[config.mk]
export PLATFORM = sky130hd
export DESIGN_NAME = demux_1_4_tdm
export DESIGN_NICKNAME = d
export VERILOG_FILES = /design/src/rtl/demux_pkg.sv /design/src/rtl/demux_slot_ctr.sv /design/src/rtl/demux_1_4_tdm.sv
export SDC_FILE = /design/constraint.sdc
export NUM_CORES = 1
export LEC_CHECK = 0
export CAP_MARGIN = 20
export CORE_MARGIN = 4
export CORE_UTILIZATION = 41
export CTS_BUF_LIST = sky130_fd_sc_hd__clkbuf_16
export CTS_CLUSTER_DIAMETER = 200
export CTS_CLUSTER_SIZE = 28
export DETAILED_ROUTE_END_ITERATION = 8
export PLACE_DENSITY = 0.86
export SKIP_CTS_REPAIR_TIMING = 1
export SKIP_LAST_GASP = 1
export SYNTH_ARGS = -nofsm -noshare
export SYNTH_HDL_FRONTEND = slang
export SYNTH_SLANG_ARGS = --single-unit
[constraint.sdc]
create_clock -name clk -period 1.45 [get_ports clk]
set_input_delay 0.2175 -clock clk [delete_from_list [all_inputs] [get_ports clk]]
set_output_delay 0.2175 -clock clk [all_outputs]
set_load 0.01 [all_outputs]
[src/rtl/demux_pkg.sv]
// Shared lane count, slot encoding and strobe decode for the 1:4 TDM demux.
// Latency: n/a (types and pure functions only).
// Backpressure: n/a.
package demux_pkg;

    localparam int LANES = 4;
    localparam int SEL_W = 2;

    // Round-robin slot; each state names the lane the next beat will fill.
    typedef enum logic [SEL_W-1:0] {
        S0 = 2'd0,
        S1 = 2'd1,
        S2 = 2'd2,
        S3 = 2'd3
    } slot_t;

    // One-hot lane decode used for out_strobe.
    function automatic logic [LANES-1:0] lane_onehot(input logic [SEL_W-1:0] lane);
        logic [LANES-1:0] r;
        r       = '0;
        r[lane] = 1'b1;
        return r;
    endfunction

endpackage

[src/rtl/demux_slot_ctr.sv]
// Mod-4 round-robin slot counter with sync / mode-entry realign to lane 0.
// Latency: slot updates on the edge that consumes a beat; wr_slot is combinational.
// Backpressure: none; advances on every valid beat in round-robin mode.
module demux_slot_ctr
    import demux_pkg::*;
(
    input  logic  clk,
    input  logic  rst,
    input  logic  rr_mode,
    input  logic  sync,
    input  logic  adv,
    output slot_t slot,
    output slot_t wr_slot
);

    slot_t slot_q;
    slot_t slot_d;
    logic  rr_mode_q;
    logic  rr_mode_d;
    logic  realign;

    // Realign on explicit sync or a 0->1 mode edge; a beat in the same cycle lands in lane 0.
    always_comb begin
        rr_mode_d = rr_mode;
        realign   = rr_mode && (sync || !rr_mode_q);
        wr_slot   = realign ? S0 : slot_q;
        slot_d    = slot_q;
        if (rr_mode && adv) begin
            slot_d = slot_t'(wr_slot + 2'd1);
        end else if (realign) begin
            slot_d = S0;
        end
    end

    // Slot state and previous-mode flag; reset wins over everything.
    always_ff @(posedge clk) begin
        if (rst) begin
            slot_q    <= S0;
            rr_mode_q <= 1'b0;
        end else begin
            slot_q    <= slot_d;
            rr_mode_q <= rr_mode_d;
        end
    end

    assign slot = slot_q;

endmodule

[src/rtl/demux_1_4_tdm.sv]
// Registered 1:4 demux: addressed (sel) or round-robin lane steering with 4-lane frame capture.
// Latency: 1 cycle din -> lane/strobe/frame.
// Backpressure: none; one beat per cycle always accepted.
module demux_1_4_tdm
    import demux_pkg::*;
#(
    parameter int WIDTH = 1
) (
    input  logic                   clk,
    input  logic                   rst,
    input  logic [WIDTH-1:0]       din,
    input  logic                   din_valid,
    input  logic [SEL_W-1:0]       sel,
    input  logic                   rr_mode,
    input  logic                   sync,
    output logic [LANES*WIDTH-1:0] out,
    output logic [LANES-1:0]       out_strobe,
    output logic [LANES*WIDTH-1:0] frame,
    output logic                   frame_valid,
    output logic [SEL_W-1:0]       slot
);

    slot_t                   slot_cur;
    slot_t                   wr_slot;
    logic [SEL_W-1:0]        wr_lane;

    logic [LANES*WIDTH-1:0]  out_q,    out_d;
    logic [LANES-1:0]        strobe_q, strobe_d;
    logic [LANES*WIDTH-1:0]  frame_q,  frame_d;
    logic                    fv_q,     fv_d;

    demux_slot_ctr u_slot_ctr (
        .clk     (clk),
        .rst     (rst),
        .rr_mode (rr_mode),
        .sync    (sync),
        .adv     (din_valid),
        .slot    (slot_cur),
        .wr_slot (wr_slot)
    );

    // Steer the beat into one lane; only an S3 round-robin beat completes a frame.
    always_comb begin
        out_d    = out_q;
        strobe_d = '0;
        frame_d  = frame_q;
        fv_d     = 1'b0;
        wr_lane  = rr_mode ? wr_slot : sel;
        if (din_valid) begin
            for (int i = 0; i < LANES; i++) begin
                if (wr_lane == SEL_W'(i)) begin
                    out_d[i*WIDTH +: WIDTH] = din;
                end
            end
            strobe_d = lane_onehot(wr_lane);
            if (rr_mode && (wr_slot == S3)) begin
                // Fresh lane-3 beat plus the lanes already written this frame.
                frame_d = {din, out_q[3*WIDTH-1:0]};
                fv_d    = 1'b1;
            end
        end
    end

    // Lane, strobe and frame registers.
    always_ff @(posedge clk) begin
        if (rst) begin
            out_q    <= '0;
            strobe_q <= '0;
            frame_q  <= '0;
            fv_q     <= 1'b0;
        end else begin
            out_q    <= out_d;
            strobe_q <= strobe_d;
            frame_q  <= frame_d;
            fv_q     <= fv_d;
        end
    end

    assign out         = out_q;
    assign out_strobe  = strobe_q;
    assign frame       = frame_q;
    assign frame_valid = fv_q;
    assign slot        = slot_cur;

endmodule
==> flow_summary.json <==
{
  "regArea_sq_um": 320,
  "synth_cells": 63,
  "stdcell_area_sq_um": 1000,
  "cap_violations": 0,
  "hp-class": "input pin to flip-flop",
  "cts_buffers": 3,
  "period_minus_slack_ns": 1.44,
  "n_antenna_cell": 0,
  "grt_pass1_wl_mm": 2.24,
  "start_kind": "flip-flop",
  "fin_crit_sh": 0.996,
  "drt_wl_total_mm": 1.44,
  "syn2layout_area_growth_pct": 59.1,
  "maxSlewHeadroom": 0.782,
  "netlist_area_sq_um": 631,
  "ys_ff_latch": 16,
  "io_buffers": 22,
  "fmax_mhz": 693,
  "grt-ovfl-total": 0,
  "netlist.top_cell.by_area": "dfxtp_1",
  "grt_start_max_net_pins": 10,
  "place_congestion": 0.794,
  "cts_htree_levels": 1,
  "wl_per_cell_microns": 13.0,
  "max_stage_delay_ns": 0.57,
  "die-width_microns": 47.2,
  "final_cells": 110,
  "placed_cell_area_sq_um": 917,
  "path_cells": "clkdlybuf4s50_1",
  "clk_pin_slew_ns": 0.05,
  "cp_top_family": "buffers and inverters",
  "layout.cells.most_common_list": "clkdlybuf4s50_1, dfxtp_1, buf_4",
  "setup_viol": 0,
  "syn_nets": 71,
  "vias_per_cell": 5.25,
  "crit_slowest_cell": "clkdlybuf4s50_1",
  "tightest_slew_ns": 0.327,
  "final_util": 0.734,
  "fin_skew_ns": 0.00567,
  "cp_max_fo": 5,
  "chipHeight_microns": 47.2,
  "final_nets": 104,
  "synth_top_area_frac": 0.508,
  "critPathKind": "flip-flop to output port",
  "cts_buffer_depth": 2,
  "clock-sinks": 16,
  "multi_input_area_sq_um": 295,
  "antenna_found_initial": 0,
  "layout_commonest_cell": "clkdlybuf4s50_1",
  "final_antenna_net_count": 0,
  "via_count": 578,
  "worstPathArrival_ns": 1.23,
  "path_buf_inv": 1,
  "yosys_warnings": 0,
  "drcViolationCount": 0,
  "cts_root_buffer": "clkbuf_16",
  "drv_slew": 0,
  "seq_area_frac_synth": 0.508,
  "core_area_sq_um": 1370,
  "holdWs_ns": 0.285,
  "n_fill_cell": 104,
  "placed_cells": 106,
  "drtIter0Drc": 12,
  "dp.final_hpwl_mm": 1.06,
  "grt_pass1_vias": 553,
  "io_pins": 23,
  "start_util": 0.462,
  "p_per_area_nw_per_um2": 1080,
  "die_area_sq_um": 2230,
  "dr.pass1.iters": 4,
  "peakVddDrop_mv": 0.576,
  "synth_area_leaders": "dfxtp_1, mux2i_1, nor2_1, o21ai_0, nor3_1",
  "ys_types": 24,
  "cts_tree": "built",
  "avgSynthCellArea_sq_um": 10.0,
  "cp-end-kind": "output port",
  "drive_above_1_share": 0.168,
  "grtUsageTotal": 0.150,
  "leakage_uw": 0.000419,
  "cp_data_required_time_ns": 1.23,
  "clk_latency_ns": 0.24,
  "hold_viol_final": 0,
  "outcome": "completed",
  "num_rows": 13
}
synth_stat cells (all sizes together):
cell type / n
dfxtp: 16
nor2: 7
mux2i: 5
o21ai: 5
nor3: 4
a21oi: 3
nand2b: 3
nor2b: 3
buf: 2
o31ai: 2
or3b: 2
a21bo: 1
a21o: 1
a311oi: 1
a31oi: 1
and3b: 1
clkbuf: 1
mux2: 1
nand2: 1
nand3: 1
nand4: 1
nand4b: 1
logic make-up (layout without fill, tap and decap cells):
kind of cell / count (synthesis) / count (layout) / share of synthesized area
muxes: 6 / 6 / 0.0972
DFF: 16 / 16 / 0.508
buffers and inverters: 3 / 35 / 0.0317
and+or+nand+nor: 24 / 24 / 0.224
AOI/OAI and AO/OA: 14 / 14 / 0.139
where the power goes:
part	switching (uW)	leakage (uW)	internal, uW
clock	159	0.0000385	365
combinational	45.3	0.000251	61.5
sequential	6.15	0.000130	451
total	210	0.000419	877
path summary, 6_finish.rpt:
path / cells after the start / startpoint / endpoint / slack [ns]
hold / removal: 2 / rr_mode / u_slot_ctr.rr_mode_q / 0.28
hold reg to reg: 2 / out[3] / out[3] / 0.49
setup reg to reg: 4 / u_slot_ctr.slot[0] / out[3] / 0.14
setup / recovery: 1 / u_slot_ctr.slot[1] / slot[1] / 0.006
stage by stage:
step / setup TNS (ns) / setup WS [ns] / total power (uW)
after floorplan: 0 / 0.114 / 507
after global placement: -1.30 / -0.200 / 568
after detailed placement: -1.59 / -0.221 / 570
after CTS: 0 / 0.0184 / 1100
after global routing: -0.00275 / -0.00275 / 1120
final: 0 / 0.00644 / 1090
metal layers:
layer / track usage / part of all wire
met5: 0 / 0
met4: 0.133 / 0.038
met3: 0.0115 / 0.046
met2: 0.249 / 0.46
met1: 0.170 / 0.45
layout make-up:
| type | instances | share of cell area |
|---|---|---|
| clock buffers | 3 | 0.0748 |
| clock inverters | 1 | 0.00374 |
| multi-input cells | 44 | 0.294 |
| flip-flops and latches | 16 | 0.319 |
| well taps | 15 | 0.0187 |
| repair buffers | 31 | 0.289 |
sequential cells by signal (all words and copies together) (netlist names):
signal                flops
frame                     4
out                       4
out_strobe                4
u_slot_ctr.slot           2
frame_valid               1
u_slot_ctr.rr_mode_q      1
Power figures use the tool's default switching activity.
